--- src/rtl/mdu_if.sv ---
// +----------------------------------------------------------------------------
// | mdu_if : issue/result bundle between the issue stage and the mdu
// | Revision 1.0
// +----------------------------------------------------------------------------
`default_nettype none

interface mdu_if #(
   parameter int WIDTH = 32
);
   logic             start;
   logic [2:0]       op;
   logic [WIDTH-1:0] a;
   logic [WIDTH-1:0] b;
   logic             busy;
   logic             done;
   logic [WIDTH-1:0] hi;
   logic [WIDTH-1:0] lo;

   modport master (
      output start, op, a, b,
      input  busy, done, hi, lo
   );

   modport slave (
      input  start, op, a, b,
      output busy, done, hi, lo
   );
endinterface

`default_nettype wire

--- src/rtl/mdu.sv ---
// +----------------------------------------------------------------------------
// | mdu : iterative multiply/divide unit holding the architectural HI/LO pair
// | Revision 1.0
// +----------------------------------------------------------------------------
`default_nettype none

module mdu #(
   parameter int WIDTH = 32
) (
   input  wire logic clk,
   input  wire logic rst,
   mdu_if.slave      bus
);

   localparam int CNT_W = $clog2(WIDTH) + 1;

   localparam logic [1:0] S_IDLE = 2'd0;
   localparam logic [1:0] S_CALC = 2'd1;
   localparam logic [1:0] S_FIX  = 2'd2;

   localparam logic [2:0] OP_MTHI = 3'd4;
   localparam logic [2:0] OP_MTLO = 3'd5;

   logic [1:0]         state_q,   state_d;
   logic [CNT_W-1:0]   count_q,   count_d;
   logic               is_div_q,  is_div_d;
   logic               neg_q,     neg_d;
   logic               rem_neg_q, rem_neg_d;
   logic               div0_q,    div0_d;
   logic [WIDTH-1:0]   opnd_q,    opnd_d;
   logic [2*WIDTH-1:0] acc_q,     acc_d;
   logic [WIDTH-1:0]   hi_q,      hi_d;
   logic [WIDTH-1:0]   lo_q,      lo_d;
   logic               done_q,    done_d;

   logic               is_arith;
   logic               is_signed;
   logic [WIDTH-1:0]   a_mag;
   logic [WIDTH-1:0]   b_mag;
   logic               last_iter;
   logic [WIDTH:0]     mul_sum;
   logic [WIDTH:0]     div_sh;
   logic               div_ge;
   logic [WIDTH-1:0]   div_sub;
   logic [2*WIDTH-1:0] acc_step;
   logic [2*WIDTH-1:0] prod_fix;
   logic [WIDTH-1:0]   quo_fix;
   logic [WIDTH-1:0]   rem_fix;

   // Op 0..3 are the iterative ops; bit 1 picks divide, bit 0 clear means signed.
   assign is_arith  = ~bus.op[2];
   assign is_signed = ~bus.op[0];
   assign a_mag     = (is_signed && bus.a[WIDTH-1]) ? (~bus.a + 1'b1) : bus.a;
   assign b_mag     = (is_signed && bus.b[WIDTH-1]) ? (~bus.b + 1'b1) : bus.b;
   assign last_iter = (count_q == CNT_W'(WIDTH - 1));

   // acc holds {partial product, multiplier} or {partial remainder, dividend/quotient}.
   assign mul_sum  = {1'b0, acc_q[2*WIDTH-1:WIDTH]} + (acc_q[0] ? {1'b0, opnd_q} : '0);
   assign div_sh   = acc_q[2*WIDTH-1:WIDTH-1];
   assign div_ge   = (div_sh >= {1'b0, opnd_q});
   assign div_sub  = div_sh[WIDTH-1:0] - opnd_q;
   assign acc_step = is_div_q
                   ? {(div_ge ? div_sub : div_sh[WIDTH-1:0]), acc_q[WIDTH-2:0], div_ge}
                   : {mul_sum, acc_q[WIDTH-1:1]};

   assign prod_fix = neg_q     ? (~acc_q + 1'b1) : acc_q;
   assign quo_fix  = neg_q     ? (~acc_q[WIDTH-1:0] + 1'b1) : acc_q[WIDTH-1:0];
   assign rem_fix  = rem_neg_q ? (~acc_q[2*WIDTH-1:WIDTH] + 1'b1) : acc_q[2*WIDTH-1:WIDTH];

   always_ff @(posedge clk or negedge rst) begin
      if (!rst) begin
         state_q   <= S_IDLE;
         count_q   <= '0;
         is_div_q  <= 1'b0;
         neg_q     <= 1'b0;
         rem_neg_q <= 1'b0;
         div0_q    <= 1'b0;
         opnd_q    <= '0;
         acc_q     <= '0;
         hi_q      <= '0;
         lo_q      <= '0;
         done_q    <= 1'b0;
      end else begin
         state_q   <= state_d;
         count_q   <= count_d;
         is_div_q  <= is_div_d;
         neg_q     <= neg_d;
         rem_neg_q <= rem_neg_d;
         div0_q    <= div0_d;
         opnd_q    <= opnd_d;
         acc_q     <= acc_d;
         hi_q      <= hi_d;
         lo_q      <= lo_d;
         done_q    <= done_d;
      end
   end

   always_comb begin
      state_d = state_q;
      case (state_q)
         S_IDLE:  if (bus.start && is_arith) state_d = S_CALC;
         S_CALC:  if (last_iter)             state_d = S_FIX;
         S_FIX:                              state_d = S_IDLE;
         default:                            state_d = S_IDLE;
      endcase
   end

   always_comb begin
      count_d   = count_q;
      is_div_d  = is_div_q;
      neg_d     = neg_q;
      rem_neg_d = rem_neg_q;
      div0_d    = div0_q;
      opnd_d    = opnd_q;
      acc_d     = acc_q;
      hi_d      = hi_q;
      lo_d      = lo_q;
      done_d    = 1'b0;
      case (state_q)
         S_IDLE: begin
            if (bus.start) begin
               if (is_arith) begin
                  is_div_d  = bus.op[1];
                  neg_d     = is_signed && (bus.a[WIDTH-1] ^ bus.b[WIDTH-1]);
                  rem_neg_d = is_signed && bus.a[WIDTH-1];
                  div0_d    = (bus.b == '0);
                  opnd_d    = bus.op[1] ? b_mag : a_mag;
                  acc_d     = {{WIDTH{1'b0}}, (bus.op[1] ? a_mag : b_mag)};
                  count_d   = '0;
               end else if (bus.op == OP_MTHI) begin
                  hi_d = bus.a;
               end else if (bus.op == OP_MTLO) begin
                  lo_d = bus.a;
               end
            end
         end
         S_CALC: begin
            acc_d   = acc_step;
            count_d = count_q + 1'b1;
         end
         S_FIX: begin
            done_d = 1'b1;
            if (is_div_q) begin
               // Divide by zero: remainder path already yields the dividend.
               hi_d = rem_fix;
               lo_d = div0_q ? '1 : quo_fix;
            end else begin
               {hi_d, lo_d} = prod_fix;
            end
         end
         default: ;
      endcase
   end

   assign bus.busy = (state_q != S_IDLE);
   assign bus.done = done_q;
   assign bus.hi   = hi_q;
   assign bus.lo   = lo_q;

endmodule

`default_nettype wire

--- src/flat_wrapper.sv ---
// flat-port wrapper written by rule: the top's interface ports become plain ports
module mdu_flat 
#(
   parameter int WIDTH = 32
)
  (clk, rst, bus_start, bus_op, bus_a, bus_b, bus_busy, bus_done, bus_hi, bus_lo);
  mdu_if #(.WIDTH(WIDTH)) bus_i ();
  input  wire logic clk;
  input  wire logic rst;
  input wire logic [$bits(bus_i.start)-1:0] bus_start;
  input wire logic [$bits(bus_i.op)-1:0] bus_op;
  input wire logic [$bits(bus_i.a)-1:0] bus_a;
  input wire logic [$bits(bus_i.b)-1:0] bus_b;
  output wire logic [$bits(bus_i.busy)-1:0] bus_busy;
  output wire logic [$bits(bus_i.done)-1:0] bus_done;
  output wire logic [$bits(bus_i.hi)-1:0] bus_hi;
  output wire logic [$bits(bus_i.lo)-1:0] bus_lo;
  assign bus_i.start = bus_start;
  assign bus_i.op = bus_op;
  assign bus_i.a = bus_a;
  assign bus_i.b = bus_b;
  assign bus_busy = bus_i.busy;
  assign bus_done = bus_i.done;
  assign bus_hi = bus_i.hi;
  assign bus_lo = bus_i.lo;
  mdu #(.WIDTH(WIDTH)) u_core (.clk(clk), .rst(rst), .bus(bus_i));
endmodule
--- config.mk ---
export PLATFORM = sky130hd
export DESIGN_NAME = mdu_flat
export DESIGN_NICKNAME = d
export VERILOG_FILES = /design/src/rtl/mdu_if.sv /design/src/rtl/mdu.sv /design/src/flat_wrapper.sv
export SDC_FILE = /design/constraint.sdc
export NUM_CORES = 1
export LEC_CHECK = 0
export ABC_AREA = 1
export CORE_MARGIN = 1
export CORE_UTILIZATION = 45
export CTS_CLUSTER_DIAMETER = 60
export DETAILED_ROUTE_END_ITERATION = 6
export PLACE_DENSITY = 0.66
export SYNTH_ARGS = -nofsm -noshare
export SYNTH_HDL_FRONTEND = slang
export SYNTH_SLANG_ARGS = --single-unit
--- constraint.sdc ---
create_clock -name clk -period 2.6 [get_ports clk]
set_clock_uncertainty 0.15 [all_clocks]
set_input_delay 0.52 -clock clk [delete_from_list [all_inputs] [get_ports clk]]
set_output_delay 0.52 -clock clk [all_outputs]
set_load 0.05 [all_outputs]
==> flow_summary.ini <==
[status]
status = finished with violations
violations = setup timing

[synthesis]
synth_top_area_share_pct = 23.48
synth_top_family_by_area = simple AND/OR/NAND/NOR gates
ys_ff_latch = 173
ys_seq_area_share_pct = 23.48
synth.avg_cell_area_sq_um = 5.724
yosys_warnings = 0
yosysMostFrequentCell = nand2_1
synthArstFlopShare_pct = 100.0
ys_types = 47
synthAdderAreaFrac_pct = 4.899
synthSimpleGateAreaFrac_pct = 42.72
synth_mux_area_share_pct = 0
synth_compound_area_share_pct = 14.35
syn_nets = 3363
synth_area_leaders = dfrtp_1, nand2_1, nor2_1
synthXorXnorAreaFrac_pct = 2.612
syn_inst = 3222
netlist_top_cells_count = nand2_1, nor2_1, inv_1
synth_edf_count = 0
synth_top_cell_by_area = dfrtp_1
ys.flop_type = dfrtp_1
syn-cell-area_sq_um = 18440

[setup_path]
slowest_delay_ns = 0.53
critical_path_required_ns = 2.82
cp_data_arrival_time_ns = 2.95
rr_worst_depth = 14
cpMostUsedCell = nand2_1
critPathLaunch = u_core.acc_q[0]$_DFFE_PN0P_
r2r_slack_ns = -0.12
critPathMaxFanout = 8
timing_worst_setup_path_type = flop to flop
r2r-start = u_core.acc_q[0]$_DFFE_PN0P_
endpoint = u_core.acc_q[61]$_DFFE_PN0P_
r2r-end = u_core.acc_q[61]$_DFFE_PN0P_
worstPathCellList = buf_12 > nand2_1 > inv_1 > ha_4 > nand2_1 > nor2_2 > nand2_1 > o21ai_1 > buf_4 > nand2_1 > nand3_1 > nand3_2 > nand3_1 > nand2_1
crit_path_start_kind = flop
cp-end-kind = flop
worst_path_max_delay_cell = dfrtp_2

[power]
total_leakage_power_nw = 13.29
p_per_area_nw_per_um2 = 1488
vdd_drop_max_v = 0.0007529
p_total_mw = 39.14

[clocking]
numCtsBuffers = 17
clk_latency_ns = 0.50
tritoncts = yes
cts_sinks = 173
htree_levels = 4
cts_max_path_buffers = 2
clk_pin_slew_ns = 0.07
root_buffer = clkbuf_16

[drt]
wire_per_inst_um = 22.09
vias_per_cell = 5.778
firstDrtPassIters = 7
drtAntennaViolNets = 0
routed_wl_um = 95990
drc_errors = 0
num_vias = 25100
drt_iter0_drc = 3345

[floorplanning]
ioPinCount = 136
coreArea_sq_um = 40100
start_util_pct = 45.99
dieArea_sq_um = 41790
rows = 73
die_h_um = 204.4
die_x_um = 204.4

[worst_hold_path]
hp-class = input pin to asynchronous set/reset pin

[timing]
period_minus_slack_ns = 2.725
hold_violations = 0
final.setup.worst_slack_ns = -0.1248
tightest_slew_ns = 0.6680
hold_slack_ns = 0.3249
timing.final.crit_share_pct = 104.8
finalSetupTns_ns = -0.3855
max_slew_margin_pct = 55.30
setup_viol = 6
report.final.slew_viol_count = 0
max_freq_mhz = 367.0
rsz0062_at_grt = yes

[place]
port_buffers = 135
post-dp-hpwl_um = 76180
finalWeightedCongestion = 1.116

[global_route]
antenna_found_initial = 0
grt_pass1_vias = 23300
grt_usage_pct = 44.70
grt_max_degree = 83
grt-ovfl-total = 0
grt_pass1_wl_um = 138400

[layout]
syn2layout_area_growth_pct = 42.60
final_layout_size_suffix_gt1_share_pct = 23.06
antennaDiodeCount = 0
nets = 3948

[flow_run]
cap_violations = 0
## report_power, final
group | leakage, nW | internal, mW | total [mW] | switching [mW]
combinational | 11.0 | 12.0 | 30.9 | 19.0
clock | 0.276 | 1.34 | 2.64 | 1.30
sequential | 2.04 | 4.00 | 5.56 | 1.56
## per-layer routing
metal	track usage [%]	part of all wire, %	vias up	routed length, um
li1	-	-	11520	-
met1	56.93	38	11570	36760
met2	66.72	42	1643	40530
met3	12.04	12	372	11450
met4	28.07	7.6	0	7255
met5	0	0	-	0
## flip-flops by register name, indices dropped and copies added (netlist names)
| register | cells |
|---|---|
| u_core.acc_q | 64 |
| u_core.bus.hi | 32 |
| u_core.bus.lo | 32 |
| u_core.opnd_q | 32 |
| u_core.count_q | 6 |
| u_core.state_q | 2 |
| u_core.bus.done | 1 |
| u_core.div0_q | 1 |
| u_core.is_div_q | 1 |
| u_core.neg_q | 1 |
| u_core.rem_neg_q | 1 |
## critical path: cells and delay by family, from the launching register on
family	cells	cell delay, ns
AND/OR/NAND/NOR	9	1.01
AO/OA/AOI/OAI	1	0.16
buffers and inverters	3	0.44
flip-flops	1	0.53
adder cells (fa/ha/maj)	1	0.31
## cell families (layout without fill, tap and decap cells)
logic type,Yosys count,in the layout
AO/OA/AOI/OAI,478,478
XOR/XNOR,55,55
adder cells (fa/ha/maj),71,71
buffers and inverters,559,1156
flip-flops,173,173
AND/OR/NAND/NOR,1886,1887
## worst min path at each step
stage / slack (ns) / endpoint / start
after global routing: 0.36 / u_core.count_q[5]$_DFFE_PN0P_ / rst
after global placement: 0.30 / u_core.count_q[5]$_DFFE_PN0P_ / rst
after floorplan: 0.07 / u_core.acc_q[0]$_DFFE_PN0P_ / rst
final: 0.32 / u_core.count_q[5]$_DFFE_PN0P_ / rst
after detailed placement: 0.29 / u_core.count_q[5]$_DFFE_PN0P_ / rst
after CTS: 0.32 / u_core.count_q[5]$_DFFE_PN0P_ / rst
## timing repair
action	CTS	global route
hold endpoints to repair	27	0
buffers inserted	2	28
gates resized for setup	23	350
pin swaps	1	92
hold buffers	1	0
endpoints found under the setup margin	32	51
gates cloned	0	4
## cell type report
cell class	count	area (sq um)
Fill cell	3759	13800
Inverter	455	1718
Multi-Input combinational cell	2491	13410
Sequential cell	173	4344
Timing Repair Buffer	669	5610
Clock inverter	13	127.6
Tap cell	525	656.9
Clock buffer	19	432.9
## layout by cell type (no fill, tap or decap), types with 16 or more instances in the layout
cell / instances
nand3_1: 327
inv_1: 407
clkbuf_16: 19
nand2_1: 858
nor3_1: 23
a21oi_2: 22
nor2_1: 441
clkdlybuf4s50_1: 133
a21oi_1: 142
nand3_2: 16
xor2_1: 47
dfrtp_1: 161
a22oi_1: 17
buf_4: 507
o211ai_1: 26
ha_1: 20
nor2_2: 29
inv_2: 40
nand2_2: 57
ha_4: 45
nand2_4: 19
nand4_1: 54
o21ai_1: 28
o21ai_0: 167
## stage by stage
| step | instance area [sq um] | setup WS, ns | utilization (%) | cells |
|---|---|---|---|---|
| floorplan | 18440 | 0.02603 | - | 3222 |
| global placement | 23910 | -0.3420 | 59.64 | 4279 |
| detailed placement | 23910 | -0.3040 | 59.64 | 4279 |
| CTS | 24570 | -0.03182 | 61.28 | 4314 |
| global route | 26300 | -0.1599 | 65.58 | 4345 |
| finish | 26300 | -0.1248 | 65.58 | 4345 |
No activity file was read; power rests on OpenSTA's default activity.
